===== src/rtl/bpsk_mod.sv =====
// BPSK modulator: samples one data bit per symbol, optionally differentially
// encodes it, and emits CPS periods of a 16-point signed sine carrier per symbol.
module bpsk_mod #(
  parameter int unsigned CPS  = 4,
  parameter bit          DIFF = 1'b1
) (
  input  logic              clk_sig,
  input  logic              rst_sig,
  input  logic              en_sig,
  input  logic              data_sig,
  output logic signed [7:0] bpsk_sig,
  output logic              valid_sig,
  output logic              bit_strobe,
  output logic              sym_sig
);

  typedef enum logic {
    IDLE = 1'b0,
    RUN  = 1'b1
  } state_e;

  localparam logic [7:0] C_LAST = 8'(CPS - 1);

  state_e            state_q, state_d;
  logic [3:0]        k_q, k_d;
  logic [7:0]        c_q, c_d;
  logic              enc_prev_q, enc_prev_d;
  logic signed [7:0] bpsk_q, bpsk_d;
  logic              valid_q, valid_d;
  logic              strobe_q, strobe_d;
  logic              sym_q, sym_d;

  logic              boundary;
  logic              enc_cur;
  logic signed [7:0] lut_val;

  function automatic logic signed [7:0] sine_lut(input logic [3:0] idx);
    logic signed [7:0] v;
    case (idx)
      4'd0:    v = 8'sd0;
      4'd1:    v = 8'sd49;
      4'd2:    v = 8'sd90;
      4'd3:    v = 8'sd117;
      4'd4:    v = 8'sd127;
      4'd5:    v = 8'sd117;
      4'd6:    v = 8'sd90;
      4'd7:    v = 8'sd49;
      4'd8:    v = 8'sd0;
      4'd9:    v = -8'sd49;
      4'd10:   v = -8'sd90;
      4'd11:   v = -8'sd117;
      4'd12:   v = -8'sd127;
      4'd13:   v = -8'sd117;
      4'd14:   v = -8'sd90;
      default: v = -8'sd49;
    endcase
    return v;
  endfunction

  always_comb begin
    // NOTE: every signal written here gets a default first so no path can infer a latch.
    state_d    = state_q;
    k_d        = k_q;
    c_d        = c_q;
    enc_prev_d = enc_prev_q;
    bpsk_d     = bpsk_q;
    sym_d      = sym_q;
    valid_d    = 1'b0;
    strobe_d   = 1'b0;

    boundary = (k_q == 4'd0) && (c_q == 8'd0);
    lut_val  = sine_lut(k_q);

    // The encoded bit of a new symbol applies to the boundary sample itself.
    enc_cur = enc_prev_q;
    if (boundary) begin
      enc_cur = DIFF ? (enc_prev_q ^ data_sig) : data_sig;
    end

    case (state_q)
      IDLE:    if (en_sig) state_d = RUN;
      RUN:     state_d = RUN;
      default: state_d = IDLE;
    endcase

    if (en_sig) begin
      k_d = k_q + 4'd1;
      if (k_q == 4'd15) begin
        c_d = (c_q == C_LAST) ? 8'd0 : c_q + 8'd1;
      end
      enc_prev_d = enc_cur;
      bpsk_d     = enc_cur ? -lut_val : lut_val;
      sym_d      = enc_cur;
      valid_d    = 1'b1;
      strobe_d   = boundary;
    end
  end

  // NOTE: state uses non-blocking assignments so every flop samples pre-edge values.
  always_ff @(posedge clk_sig or negedge rst_sig) begin
    if (!rst_sig) begin
      state_q    <= IDLE;
      k_q        <= 4'd0;
      c_q        <= 8'd0;
      enc_prev_q <= 1'b0;
      bpsk_q     <= 8'sd0;
      valid_q    <= 1'b0;
      strobe_q   <= 1'b0;
      sym_q      <= 1'b0;
    end else begin
      state_q    <= state_d;
      k_q        <= k_d;
      c_q        <= c_d;
      enc_prev_q <= enc_prev_d;
      bpsk_q     <= bpsk_d;
      valid_q    <= valid_d;
      strobe_q   <= strobe_d;
      sym_q      <= sym_d;
    end
  end

  assign bpsk_sig   = bpsk_q;
  assign valid_sig  = valid_q;
  assign bit_strobe = strobe_q;
  assign sym_sig    = sym_q;

endmodule


===== config.mk =====
export PLATFORM = sky130hd
export DESIGN_NAME = bpsk_mod
export DESIGN_NICKNAME = d
export VERILOG_FILES = /design/src/rtl/bpsk_mod.sv
export SDC_FILE = /design/constraint.sdc
export NUM_CORES = 1
export LEC_CHECK = 0
export ABC_AREA = 1
export BUFFER_PORTS_ARGS = -buffer_cell sky130_fd_sc_hd__buf_2
export CELL_PAD_IN_SITES_DETAIL_PLACEMENT = 0
export CELL_PAD_IN_SITES_GLOBAL_PLACEMENT = 1
export CORE_ASPECT_RATIO = 0.5
export CORE_MARGIN = 2
export CORE_UTILIZATION = 38
export DETAILED_ROUTE_END_ITERATION = 10
export GPL_ROUTABILITY_DRIVEN = 0
export PLACE_DENSITY_LB_ADDON = 0.1
export SLEW_MARGIN = 25
export SYNTH_ARGS = -nofsm -noshare
export SYNTH_HDL_FRONTEND = slang
export SYNTH_SLANG_ARGS = --single-unit

===== constraint.sdc =====
create_clock -name clk_sig -period 1.9 [get_ports clk_sig]
set_input_delay 0.095 -clock clk_sig [delete_from_list [all_inputs] [get_ports clk_sig]]
set_output_delay 0.095 -clock clk_sig [all_outputs]
set_load 0.02 [all_outputs]

**Yosys cells after proc, flatten, opt, wreduce, memory -nomap -nowiden**

Memories as Yosys holds them, arrays and structs flattened.
Cells that the tools add are included.

- Bits in registers: 23
- Memory bits (read-only): 128
- Word-level logic and storage cells: 22
- Memories: 1

Memory list:

| name | depth | width | rd ports | clocked after memory_dff | wr ports | RTL line | source |
|---|---|---|---|---|---|---|---|
| (no name shown) | 16 | 8 | 1 | 0 | 0 | 39 | `case (idx)` |

- Add/subtract/negate cells: 3
- Equality and inequality tests: 2
- Multiplexer cells: 5
- Bitwise logic cells: 1
- Reduce and logical (&&, ||, !) cells: 4

Operators with widths:

| cell | number |
|---|---|
| $mux W8 | 2 |
| $add A8 B1 Y8 const B | 1 |
| $eq A8 B2 Y1 const B | 1 |
| $logic_not A8 Y1 | 1 |
| $neg A8 Y8 | 1 |
| $add A4 B1 Y4 const B | 1 |
| $eq A4 B4 Y1 const B | 1 |
| $logic_not A4 Y1 | 1 |
| $mux W1 | 3 |
| $reduce_and A2 Y1 | 1 |
| $logic_and A1 B1 Y1 | 1 |
| $xor A1 B1 Y1 | 1 |

**Longest topological paths before layout**

Gate-level depths: netlist of the first run.

- Depth after elaboration: 4
- Gate-level depth with buffers: 15

**Worst setup path before layout of the first run**

OpenSTA, ideal clock, no wires.

- Kind: reg-to-reg
- Start point: register k_q[0]
- End point: register bpsk_q[6], in the netlist bpsk_sig[6]
- Setup time: 0.118 ns
- Arrival: 1.844 ns
- Path slack: -0.062 ns
- Cell stages (with the launch flop): 16
- Path buffers: 0
- Period minus slack after synthesis: 1.962 ns
- Cells stage by stage: dfrtp_1 inv_1 ha_1 nand2_1 nand2_1 nand2_1 nand2_1 inv_1 ha_1 inv_1 nor3_1 nand2_1 nand2_1 nand2_1 nand3_1 nand2_1

- Cells in the longest elaborated chain, start to end: 4
- Elaborated cells on any way between the ends: 6

Ends and longest elaborated chain:

| element | RTL line | source |
|---|---|---|
| start: declaration | 25 | `logic [3:0] k_q, k_d;` |
| start signal: assignment | 112 | `k_q <= k_d;` |
| branches (longest 3 deep; another with $mem_v2 Z16 W8) | n/a |  |
| $mux W8 * | 92 | `bpsk_d = enc_cur ? -lut_val : lut_val;` |
| end signal: assignment | 115 | `bpsk_q <= bpsk_d;` |
| end: declaration | 28 | `logic signed [7:0] bpsk_q, bpsk_d;` |

Mark *: on every way between the ends.
A chain may end at the register's enable or synchronous reset.

**Final worst setup path of the first run**

- Start point: register k_q[1]
- End point: register bpsk_q[6], in the netlist bpsk_sig[6]

The elaborated chain is that of the path after synthesis.

==> summary.md, run 1 <==
| Metric | Value |
|---|---|
| Status | complete, no violations |
| Final slew viol count | 0 |
| Post-DR vias/cell | 4.45 |
| ANT cells | 0 |
| Final Skew | 0.00662 ns |
| Initial Util | 40.6% |
| Gr usage total | 15.5% |
| Most frequent cells in the layout | 51 x nand2_1, 21 x inv_1, 21 x dfrtp_1 |
| Post-Syn Nets | 202 |
| Number of synthesized flops with an enable pin | 0 |
| Post-Syn Area per Cell | 7.59 sq um |
| Endpoints failing setup | 0 |
| FFs w/ async S/R, synth | 100% |
| Most common cell after layout, fill and taps aside | nand2_1 |
| Final nets | 228 |
| Max_cap viols | 0 |
| Combinational Power Share | 56.7% |
| Pre-antenna DRT Iters | 4 |
| Tightest Pin Transition | 0.519 ns |
| Placed insts | 257 |
| Synthesized cell area | 1430 sq um |
| Vias in the first global route | 1005 |
| Mapped Cells | 189 |
| Top Ports | 15 |
| Finished Layout Cells | 265 |
| R2r worst-path depth | 13 |
| CTS buffer count | 3 |
| Max Root-Sink Buffers | 2 |
| Top FF cell, synth | dfrtp_1 |
| Worst-path fanout max | 4 |
| Final period util | 95.7% |
| Peak VDD IR | 701 uV |
| Setup ws final | 0.0810 ns |
| Residual DRC | 0 |
| Crit start category | flip-flop |
| CP required | 2.06 ns |
| Placed instance area | 1600 sq um |
| CTS tree | done |
| Fin. Hold Viols | 0 |
| Die Wd | 90.9 um |
| First-pass GRT wire length | 5.02 mm |
| Fmax | 0.550 GHz |
| DR iter-0 viols | 35 |
| Post-DP HPWL | 2.29 mm |
| Worst hold path class | in -> reg |
| Grt total ovfl | 0 |
| Total wire length | 3.15 mm |
| Switching Share | 47.3% |
| Post-route antenna net violation count | 0 |
| Dpl ws | 0.0487 ns |
| Leakage power | 0.892 nW |
| CTS Root Cell | clkbuf_8 |
| Clock Power Share | 11.4% |
| Distinct cells, synth | 27 |
| Largest net degree at the start of global routing | 24 |
| RSZ-0062 raised after global routing | true |
| Drt wl/cell | 11.9 um |
| Switch Pwr | 1.29 mW |
| WS Path Type | reg -> reg |
| Tmin final | 1.82 ns |
| Core ar. | 3530 sq um |
| Flop pwr share | 31.9% |
| FF+latch count, synth | 23 |
| Internal | 1.43 mW |
| Chip height | 47.4 um |
| Filler Cells Inserted | 371 |
| CTS H-tree depth | 1 |
| P&R area growth vs syn | 20.9% |
| DR vias | 1179 |
| Die area | 4310 sq um |
| CP arrival | 1.98 ns |
| Final Cell Area | 1730 sq um |
| Port-buffer cells | 14 |
| Worst hold stages | 1 |
| Seq/Total Area, Yosys | 40.1% |
| Hold slack | 0.0916 ns |
| CTS clk-pin slew, worst paths | 0.09 ns |
| Placement Rows | 15 |
| Yosys warning count | 0 |
| Antenna violations before repair | 0 |
| Crit end category | flip-flop |
| Worst-Skew Late Latency | 0.27 ns |
| Share of cells above drive strength 1 | 23.4% |
| Max_slew headroom | 65.4% |
| CTS Sinks | 23 |
| Power Dens Cells | 1570 nW/um^2 |
==> cells by family (layout without fill, tap and decap cells) <==
group,count (synthesis),in the layout,share of synthesized area [%]
AO/OA/AOI/OAI,14,14,5.15
XOR/XNOR,9,9,5.50
adder cells (fa/ha/maj),9,9,7.85
buffers and inverters,29,54,8.55
flip-flops,23,23,40.1
AND/OR/NAND/NOR,105,105,32.8
==> flip-flops by register name, summed over array words and instances, names as in the netlist <==
signal and flops:
k_q 4, c_q 8, bit_strobe 1, bpsk_sig 8, enc_prev_q 1, valid_sig 1
==> final timing paths <==
| check | startpoint | endpoint | slack (ns) |
|---|---|---|---|
| min reg2reg | bpsk_sig[6] | bpsk_sig[6] | 0.48 |
| max | k_q[1] | bpsk_sig[6] | 0.08 |
| max in group asynchronous | rst_sig | k_q[3] | 1.19 |
| min in group asynchronous | rst_sig | c_q[5] | 0.33 |
| max reg2reg | k_q[1] | bpsk_sig[6] | 0.08 |
| min | en_sig | valid_sig | 0.09 |
==> power groups by stage <==
| stage | registers, mW | clock network [mW] | logic, mW |
|---|---|---|---|
| after global placement | 0.855 | 0 | 1.40 |
| final | 0.867 | 0.309 | 1.54 |
| after global routing | 0.906 | 0.359 | 1.76 |
| after floorplan | 0.920 | 0 | 0.947 |
| after detailed placement | 0.855 | 0 | 1.40 |
| after CTS | 0.848 | 0.323 | 1.41 |
==> layer usage <==
metal  track usage (%)  part of all wire [%]
met1              22.7                    55
met2              24.0                    42
met3              4.25                   3.1
met4              1.82                     0
met5                 0                     0
==> per-stage QoR <==
stage	power [mW]	util (%)	setup TNS, ns
6_report	2.72	49.1	0
5_1_grt	3.02	49.1	-0.0248
4_1_cts	2.58	47.0	0
3_5_place_dp	2.26	45.4	0
3_3_place_gp	2.25	45.4	0
2_1_floorplan	1.87	-	0
==> layout make-up <==
cell class	count	area (sq um)	share of cell area, %
clock buffer	3	41.3	2.38
tap	51	63.8	3.68
sequential	23	578	33.3
inverter	25	98.8	5.70
timing repair buffer	25	155	8.95
multi-input combinational	137	792	45.7
clock inverter	1	5.00	0.289
==> cells in the mapped netlist, types with 2 or more instances <==
library cell | instances | area share [%]
nand2_1 | 54 | 14
dfrtp_1 | 23 | 40
inv_1 | 23 | 6.0
nand3_1 | 18 | 6.3
nor2_1 | 15 | 3.9
ha_1 | 9 | 7.9
o21ai_0 | 8 | 2.8
xor2_1 | 7 | 4.3
nor3_1 | 5 | 1.7
nand2_2 | 4 | 1.7
nand4_1 | 3 | 1.3
a21oi_1 | 2 | 0.70
clkbuf_1 | 2 | 0.52
o21ai_1 | 2 | 0.70
xnor2_1 | 2 | 1.2
==> worst max-delay path: stages, from the launching register on <==
cell	delay, ns
dfrtp_1	0.41
buf_4	0.14
buf_4	0.14
ha_4	0.17
inv_1	0.05
nand2_1	0.05
nand3_1	0.08
nand2_2	0.09
nor3_2	0.25
nand2_1	0.10
nand2_1	0.07
nand2_1	0.04
nand3_1	0.07
nand2_1	0.05
==> what timing repair did <==
item	4_1_cts	5_1_grt
gates resized for setup	0	16
endpoints found under the setup margin	0	5
hold buffers	1	0
hold endpoints to repair	23	0
buffers inserted	0	3
(Power assumes the default switching activity.)
==> run 2: changes to the inputs <==
PLACE_DENSITY = 0.82   (was not set)
PLACE_DENSITY_LB_ADDON = not set   (was 0.1)
==> run 2 against run 1 <==
  * Critical path depth grew 2
  * Combinational power is essentially flat
  * Highest routed layer is now met4
  * Wire length shrank 5.6%
  * Critical endpoint unchanged
==> summary.md, run 2 (synthesis results as in run 1) <==
| Metric | Value |
|---|---|
| Power Total | 2.68 mW |
| Top Ports | 15 |
| Storage cell area | 576 sq um |
| Power Dens Cells | 1570 nW/um^2 |
| Setup TNS | 0 ns |
| DR vias | 1228 |
| Residual DRC | 0 |
| Tmin final | 1.77 ns |
| Final Skew | 0.00584 ns |
| Antenna violations before repair | 0 |
| CTS H-tree depth | 1 |
| R2r worst-path depth | 15 |
| Die area | 4310 sq um |
| Fmax | 0.565 GHz |
| Worst-path fanout max | 3 |
| Max Root-Sink Buffers | 2 |
| CTS buffer count | 3 |
| ANT cells | 0 |
| Share of cells above drive strength 1 | 21.7% |
| Grt total ovfl | 0 |
| Most frequent cells in the layout | 52 x nand2_1, 23 x dfrtp_1, 19 x inv_1 |
| CTS clk-pin slew, worst paths | 0.09 ns |
| Finished Layout Cells | 263 |
| Post-DP HPWL | 2.22 mm |
| Area of the multi-input gates | 783 sq um |
| Crit end category | flip-flop |
| Largest net degree at the start of global routing | 24 |
| Crit path to | bpsk_sig[6] |
| Pre-antenna DRT Iters | 4 |
| Tightest Pin Transition | 0.523 ns |
| Max_cap viols | 0 |
| Post-DR vias/cell | 4.67 |
| Clock Power Share | 11.5% |
| Post-route antenna net violation count | 0 |
| P&R area growth vs syn | 19.1% |
| RSZ-0062 raised after global routing | true |
| CP arrival | 1.93 ns |
| CTS tree | done |
| Worst hold path class | in -> reg |
| Flop pwr share | 31.7% |
| Switching Share | 47.8% |
| Die Wd | 90.9 um |
| Initial Util | 40.6% |
| Hold slack | 0.143 ns |
| Chip height | 47.4 um |
| Setup ws final | 0.131 ns |
| RR Startpoint | k_q[1] |
| Fin. Hold Viols | 0 |
| First-pass GRT wire length | 4.86 mm |
| DR iter-0 viols | 39 |
| Crit start category | flip-flop |
| Internal | 1.40 mW |
| Total wire length | 2.97 mm |
| Worst flop-to-flop path endpoint | bpsk_sig[6] |
| WS Path Type | reg -> reg |
| Dpl ws | 0.000861 ns |
| Reg2Reg Setup Slack | 0.13 ns |
| CTS Sinks | 23 |
| Switch Pwr | 1.28 mW |
| Combinational Power Share | 56.8% |
| Final period util | 93.1% |
| Max_slew headroom | 65.1% |
| CTS Root Cell | clkbuf_8 |
| Gr usage total | 14.8% |
| Filler Cells Inserted | 383 |
| Vias in the first global route | 1095 |
| Crit path launch | k_q[1] |
| Status | complete, no violations |
| Peak VDD IR | 695 uV |
| Placement Rows | 15 |
| Leakage power | 0.878 nW |
| CP required | 2.06 ns |
| Final nets | 226 |
| Worst-Skew Late Latency | 0.27 ns |
| Endpoints failing setup | 0 |
| Placed insts | 257 |
| Final slew viol count | 0 |
| Core ar. | 3530 sq um |
| Most common cell after layout, fill and taps aside | nand2_1 |
| Port-buffer cells | 14 |
| Drt wl/cell | 11.3 um |
## run 2: cell type report
cell class                 count  share of cell area, %
inverter                      25                   5.79
timing repair buffer          23                   8.21
tap                           51                   3.74
multi-input combinational    137                   45.9
sequential                    23                   33.7
clock inverter                 1                  0.293
clock buffer                   3                   2.42
## run 2: worst max-delay path, stage by stage (launching register included)
cell     delay [ns]
dfrtp_1        0.40
inv_2          0.07
ha_4           0.16
nand2_1        0.06
nand2_1        0.06
nand2_2        0.07
nand2_1        0.06
inv_2          0.07
ha_4           0.13
inv_2          0.05
nor3_4         0.19
nand2_1        0.10
nand2_1        0.06
nand2_1        0.04
nand3_1        0.09
nand2_1        0.05
## run 2: worst min-delay path by stage
stage / start / endpoint / slack (ns) / cells after the start
3_3_place_gp: rst_sig / k_q[1] / 0.11 / 1
2_1_floorplan: rst_sig / bit_strobe / -0.20 / 0
4_1_cts: en_sig / valid_sig / 0.14 / 2
3_5_place_dp: rst_sig / k_q[0] / 0.11 / 1
6_report: en_sig / valid_sig / 0.14 / 2
5_1_grt: en_sig / valid_sig / 0.16 / 2
## run 2: repair_timing
item	CTS	global route
buffers inserted	0	1
resized for setup	0	13
setup endpoints to repair	1	2
pin swaps	1	3
hold buffers	1	0
endpoints found under the hold margin	23	0
## run 2: power by group through the flow
stage | sequential (mW) | clock, mW | combinational, mW
after global placement | 0.847 | 0 | 1.37
after CTS | 0.844 | 0.322 | 1.40
after floorplan | 0.920 | 0 | 0.947
after global routing | 0.878 | 0.341 | 1.73
after detailed placement | 0.854 | 0 | 1.39
final | 0.851 | 0.308 | 1.53
## run 2: per-layer routing
metal	vias up	GRT usage, %	routed length [um]
li1	644	-	-
met1	566	18.3	1450
met2	16	27.6	1390
met3	2	3.31	109
met4	0	4.55	25
met5	-	0	0
## run 2: stage by stage
stage / utilization (%) / instance area [sq um]
after global placement: 45.4 / 1600
after CTS: 47.0 / 1660
after detailed placement: 45.4 / 1600
final: 48.4 / 1710
after floorplan: - / 1440
after global routing: 48.4 / 1710
